--- src/rtl/alu_operand_stage.sv ---
// Issue stage ahead of the ALU. It holds the architectural register file,
// accepts decoded instructions over valid/ready, and resolves the A/B/C
// operands with forwarding from the ALU result and from writeback. The
// operand bundle it hands to the ALU is registered.
//
// Ports:
//   clk, rst_n           clock, synchronous active-low reset
//   in_*                 decoded instruction (valid/ready handshake)
//   flush                drop the held bundle, refuse this cycle's instruction
//   alu_*  (out)         registered operand bundle, valid/ready to the ALU
//   alu_result           combinational ALU output for the bundle on alu_*
//   wb_en/addr/data      register-file writeback port
module alu_operand_stage #(
    parameter int unsigned WORD_W  = 16,
    parameter int unsigned OP_W    = 5,
    parameter int unsigned SHIFT_W = 4,
    parameter int unsigned AW      = 4
) (
    input  logic               clk,
    input  logic               rst_n,
    input  logic               in_valid,
    output logic               in_ready,
    input  logic [OP_W-1:0]    in_opcode,
    input  logic [AW-1:0]      in_ra,
    input  logic [AW-1:0]      in_rb,
    input  logic [AW-1:0]      in_rc,
    input  logic [WORD_W-1:0]  in_imm,
    input  logic               in_imm_sel,
    input  logic [SHIFT_W-1:0] in_shift,
    input  logic [AW-1:0]      in_rd,
    input  logic               in_wr_en,
    input  logic               flush,
    output logic               alu_valid,
    input  logic               alu_ready,
    output logic [OP_W-1:0]    alu_opcode,
    output logic [WORD_W-1:0]  alu_A,
    output logic [WORD_W-1:0]  alu_B,
    output logic [WORD_W-1:0]  alu_C,
    output logic [SHIFT_W-1:0] alu_shift,
    output logic [AW-1:0]      alu_rd,
    output logic               alu_wr_en,
    input  logic [WORD_W-1:0]  alu_result,
    input  logic               wb_en,
    input  logic [AW-1:0]      wb_addr,
    input  logic [WORD_W-1:0]  wb_data
);

    localparam int unsigned NREG = 1 << AW;

    logic [WORD_W-1:0] rf [NREG];

    logic              accept_c;
    logic              consume_c;
    logic              fwd_en_c;
    logic [WORD_W-1:0] opa_c;
    logic [WORD_W-1:0] opb_c;
    logic [WORD_W-1:0] opc_c;

    // Handshake: the slot is free when empty or being drained this cycle.
    assign in_ready  = rst_n & ~flush & (~alu_valid | alu_ready);
    assign accept_c  = in_valid & in_ready;
    assign consume_c = alu_valid & alu_ready;
    // The bundle leaving now will write back next cycle; its result is the
    // freshest value for alu_rd.
    assign fwd_en_c  = consume_c & alu_wr_en;

    // Operand priority: r0, ALU result, same-cycle writeback, file.
    function automatic logic [WORD_W-1:0] resolve(
        input logic [AW-1:0]     addr,
        input logic              fwd_en,
        input logic [AW-1:0]     fwd_addr,
        input logic [WORD_W-1:0] fwd_data,
        input logic              wbk_en,
        input logic [AW-1:0]     wbk_addr,
        input logic [WORD_W-1:0] wbk_data,
        input logic [WORD_W-1:0] rf_data
    );
        logic [WORD_W-1:0] val;
        if (addr == '0) begin
            val = '0;
        end else if (fwd_en && (fwd_addr == addr)) begin
            val = fwd_data;
        end else if (wbk_en && (wbk_addr == addr)) begin
            val = wbk_data;
        end else begin
            val = rf_data;
        end
        return val;
    endfunction

    // Operand selection for the instruction currently offered.
    always_comb begin
        opa_c = resolve(in_ra, fwd_en_c, alu_rd, alu_result,
                        wb_en, wb_addr, wb_data, rf[in_ra]);
        opc_c = resolve(in_rc, fwd_en_c, alu_rd, alu_result,
                        wb_en, wb_addr, wb_data, rf[in_rc]);
        if (in_imm_sel) begin
            opb_c = in_imm;
        end else begin
            opb_c = resolve(in_rb, fwd_en_c, alu_rd, alu_result,
                            wb_en, wb_addr, wb_data, rf[in_rb]);
        end
    end

    // Register file; r0 is never written so it stays zero.
    always_ff @(posedge clk) begin
        if (!rst_n) begin
            for (int unsigned i = 0; i < NREG; i++) begin
                rf[AW'(i)] <= '0;
            end
        end else if (wb_en && (wb_addr != '0)) begin
            rf[wb_addr] <= wb_data;
        end
    end

    // Bundle register: load on accept, drop on drain or flush, else hold.
    always_ff @(posedge clk) begin
        if (!rst_n) begin
            alu_valid  <= 1'b0;
            alu_opcode <= '0;
            alu_A      <= '0;
            alu_B      <= '0;
            alu_C      <= '0;
            alu_shift  <= '0;
            alu_rd     <= '0;
            alu_wr_en  <= 1'b0;
        end else if (flush) begin
            alu_valid  <= 1'b0;
        end else if (accept_c) begin
            alu_valid  <= 1'b1;
            alu_opcode <= in_opcode;
            alu_A      <= opa_c;
            alu_B      <= opb_c;
            alu_C      <= opc_c;
            alu_shift  <= in_shift;
            alu_rd     <= in_rd;
            alu_wr_en  <= in_wr_en;
        end else if (consume_c) begin
            alu_valid  <= 1'b0;
        end
    end

endmodule

--- config.mk ---
export PLATFORM = sky130hd
export DESIGN_NAME = alu_operand_stage
export DESIGN_NICKNAME = d
export VERILOG_FILES = /design/src/rtl/alu_operand_stage.sv
export SDC_FILE = /design/constraint.sdc
export NUM_CORES = 1
export LEC_CHECK = 0
export CAP_MARGIN = 20
export CORE_MARGIN = 3
export CORE_UTILIZATION = 35
export CTS_BUF_LIST = sky130_fd_sc_hd__clkbuf_8
export CTS_CLUSTER_SIZE = 8
export DETAILED_ROUTE_END_ITERATION = 12
export PLACE_DENSITY_LB_ADDON = 0.1
export SETUP_SLACK_MARGIN = 0.4
export SYNTH_ARGS = -nofsm -noshare
export SYNTH_HDL_FRONTEND = slang
export SYNTH_SLANG_ARGS = --single-unit
--- constraint.sdc ---
create_clock -name clk -period 3.6 [get_ports clk]
set_clock_uncertainty 0.05 [all_clocks]
set_input_delay 0.72 -clock clk [delete_from_list [all_inputs] [get_ports clk]]
set_output_delay 0.72 -clock clk [all_outputs]
set_load 0.005 [all_outputs]
==> Flow_metrics.wiki <==
{| class="wikitable"
! Metric !! Value
|-
| Result of the run || finished clean
|-
| Worst slew margin relative to its limit || 40.80%
|-
| Maximum buffer depth of the clock tree || 3
|-
| Clock Sinks || 319
|-
| Commonest non-fill, non-tap cell in the layout || sky130_fd_sc_hd__edfxtp_1
|-
| Net count of the finished layout || 1599
|-
| Number of buffers created by CTS || 58
|-
| I/O pin count || 149
|-
| Data arrival, critical path || 2.07 ns
|-
| Tmin final || 2.839 ns
|-
| Grt ovf || 0
|-
| Data required time of the worst path || 2.83 ns
|-
| Cell Chain, Critical Path || clkdlybuf4s50_1 > nand2b_1 > and2_1 > clkdlybuf4s50_1
|-
| DRC violation total after the first TritonRoute iteration || 1935
|-
| Post-synth design cell area || 18920 um^2
|-
| Total of buffers placed on input and output ports || 148
|-
| CTS tree || done
|-
| Hold Crit Class || flip-flop to flip-flop
|-
| Resized Gates After CTS || 0
|-
| Setup repair bufs after CTS || 0
|-
| Critical setup path kind || input pin to primary output
|-
| Commonest register cell after synthesis || sky130_fd_sc_hd__edfxtp_1
|-
| Total Negative Setup Slacks || 0 ns
|-
| Cell with the largest stage delay on the worst path || sky130_fd_sc_hd__clkdlybuf4s50_1
|-
| Synthesis warning total || 0
|-
| Power density cells || 415.1 nW/um^2
|-
| Post-synthesis to final-layout area growth || 18.79%
|-
| Endpoint kind of the worst setup timing path || primary output
|-
| GRT Resource Usage Total || 25.14%
|-
| Leakage || 7.427 nW
|-
| Sw Share || 28.90%
|-
| Power Internal || 6.632 mW
|-
| Top metal layer carrying routed signals || met4
|-
| Number of nets with antenna violations after routing || 0
|-
| Setup crit start kind || input pin
|-
| Placeable core region || 52970 um^2
|-
| Fraction of registers with async set/reset || 0%
|-
| DP HPWL || 49.17 mm
|-
| Reported max-cap violation count || 0
|-
| Clock slew at the register clock pins of the worst setup and hold paths || 0.05 ns
|-
| Number of global-route vias before repair || 14030
|-
| Synthesized area per cell || 13.87 um^2
|-
| Delay contributed by the slowest stage of the critical path || 0.49 ns
|-
| Most common cell type on the critical path || sky130_fd_sc_hd__clkdlybuf4s50_1
|-
| Share of total power in sequential cells || 47.1%
|-
| Portion of the clock cycle consumed by the worst path in the final layout || 78.87%
|-
| Slew @ Worst Pin || 0.8879 ns
|-
| Final hold viol count || 0
|-
| Setup violation total in the final timing report || 0
|-
| Sw power || 2.696 mW
|-
| Share of cells above drive strength 1 || 24.42%
|-
| Vert. Die Dim || 238.5 um
|-
| Crit-path max FO || 5
|-
| Global-route wire length before repair || 103.0 mm
|-
| Number of flops mapped to enable cells by yosys || 256
|-
| Sequential element share of the synthesized area || 47.30%
|-
| Chip width || 238.5 um
|-
| Die ar. || 56870 um^2
|-
| Root buffer cell || sky130_fd_sc_hd__clkbuf_8
|-
| Kind of cell adding the most delay to the critical path || buffers and inverters
|-
| Post-synthesis cell count || 1364
|-
| Flip-flop and latch count after synthesis || 319
|-
| Average wire length per cell after detail routing || 32.06 um
|-
| Worst VDD drop || 242.3 uV
|-
| Clock group share of total power || 35.4%
|-
| Fmax || 0.3522 GHz
|-
| Most frequent cells in the layout || 256 x sky130_fd_sc_hd__edfxtp_1, 183 x sky130_fd_sc_hd__mux4_2, 150 x sky130_fd_sc_hd__nor3_1, 136 x sky130_fd_sc_hd__clkdlybuf4s50_1, 85 x sky130_fd_sc_hd__nand2_1
|-
| Distinct cell type count after synthesis || 48
|-
| Count of buffering cells on the critical path with inverters included || 2
|-
| Via density per instance || 6.289
|-
| RSZ-0062 raised after global routing || no
|-
| Fill cell count || 4902
|-
| Starting density of the core || 35.71%
|-
| Initial antenna violation count || 3
|-
| Rows || 84
|-
| Clock latency on the worst-skew pair || 0.68 ns
|-
| Total wire length || 72.10 mm
|-
| Met2 wirelength from detailed routing || 31.91 mm
|-
| Maximum number of pins on one net before global-route repair || 67
|-
| Number of levels in the clock H-tree || 2
|-
| Met3 layer wire length in the routed design || 7.174 mm
|-
| DRC || 0
|-
| Vias after detailed routing || 14150
|-
| Total power draw || 9.328 mW
|-
| Share of power burned in combinational logic || 17.4%
|-
| Met1 WL || 31.66 mm
|-
| Gpl congestion || 0.8200
|-
| Pre-antenna DRT Iters || 6
|-
| Cts hold-fix bufs || 0
|-
| Max Transition Viols Final || 0
|}
-- sequential cells by signal (all words and copies together) (netlist names) --
register	cells
alu_A	16
alu_B	16
alu_C	16
alu_opcode	5
alu_rd	4
alu_shift	4
alu_valid	1
alu_wr_en	1
rf	256
-- power by group through the flow --
stage / clock [mW] / sequential, mW / combinational [mW]
after floorplan: 0 / 4.36 / 0.968
after global placement: 0 / 4.45 / 1.61
after detailed placement: 0 / 4.46 / 1.61
after CTS: 3.37 / 4.39 / 1.62
after global routing: 3.53 / 4.41 / 1.71
final: 3.30 / 4.40 / 1.63
-- routing by layer --
layer / global-route usage, % / vias to the layer above
li1: - / 5904
met1: 36.78 / 7362
met2: 37.65 / 790
met3: 6.403 / 89
met4: 6.194 / 0
met5: 0 / -
-- tightest hold or removal path: cells and delay by family (launching register included) --
kind,cells,cell delay [ns]
flip-flops,1,0.30
AND/OR/NAND/NOR,1,0.05
AO/OA/AOI/OAI,1,0.05
-- final cells by class --
| class | count | area, um^2 | share of cell area [%] |
|---|---|---|---|
| clock buffers | 66 | 908.4 | 4.042 |
| inverters | 18 | 67.56 | 0.3007 |
| repair buffers | 237 | 2272 | 10.11 |
| diodes | 1 | 2.502 | 0.01114 |
| clock inverters | 40 | 161.4 | 0.7183 |
| multi-input cells | 880 | 9250 | 41.16 |
| well taps | 688 | 860.8 | 3.831 |
| flip-flops and latches | 319 | 8949 | 39.82 |
-- synthesized netlist by cell type, types with 39 or more instances --
library cell / n / area share (%)
sky130_fd_sc_hd__mux4_2: 183 / 22
sky130_fd_sc_hd__mux4_1: 39 / 5.4
sky130_fd_sc_hd__nor4_1: 52 / 1.7
sky130_fd_sc_hd__and2_1: 57 / 1.9
sky130_fd_sc_hd__clkbuf_1: 95 / 1.9
sky130_fd_sc_hd__edfxtp_1: 256 / 41
sky130_fd_sc_hd__buf_2: 40 / 1.1
sky130_fd_sc_hd__dfxtp_1: 63 / 6.7
sky130_fd_sc_hd__nand2_1: 87 / 1.7
sky130_fd_sc_hd__nor3_1: 150 / 4.0
sky130_fd_sc_hd__mux2i_1: 48 / 2.5
-- cells by family after synthesis --
family	Yosys count	share of synthesized area [%]
multiplexers	270	29.74
flip-flops	319	47.30
XOR/XNOR	24	1.111
other	1	0.01982
AO/OA/AOI/OAI	140	5.384
AND/OR/NAND/NOR	430	11.99
buffers and inverters	180	4.451
-- through the flow --
step / area (um^2) / cells / worst slack, ns / utilization [%] / hold slack [ns]
floorplan: 18970 / 1379 / 0.5750 / - / 0.4027
global placement: 21400 / 2142 / 0.4394 / 40.40 / 0.3919
detailed placement: 21400 / 2142 / 0.4173 / 40.40 / 0.4004
CTS: 22470 / 2248 / 0.7527 / 42.42 / 0.4088
global route: 22470 / 2249 / 0.6810 / 42.42 / 0.4226
finish: 22470 / 2249 / 0.7605 / 42.42 / 0.4055
-- worst paths after layout --
check,from,end,slack (ns),cells past startpoint
worst max-delay path,alu_ready,in_ready,0.76,4
worst min-delay path,alu_opcode[1],alu_opcode[1],0.41,2
worst max register to register,alu_rd[0],alu_B[9],1.26,6
worst min register to register,alu_opcode[1],alu_opcode[1],0.41,2
Power figures use the tool's default switching activity.
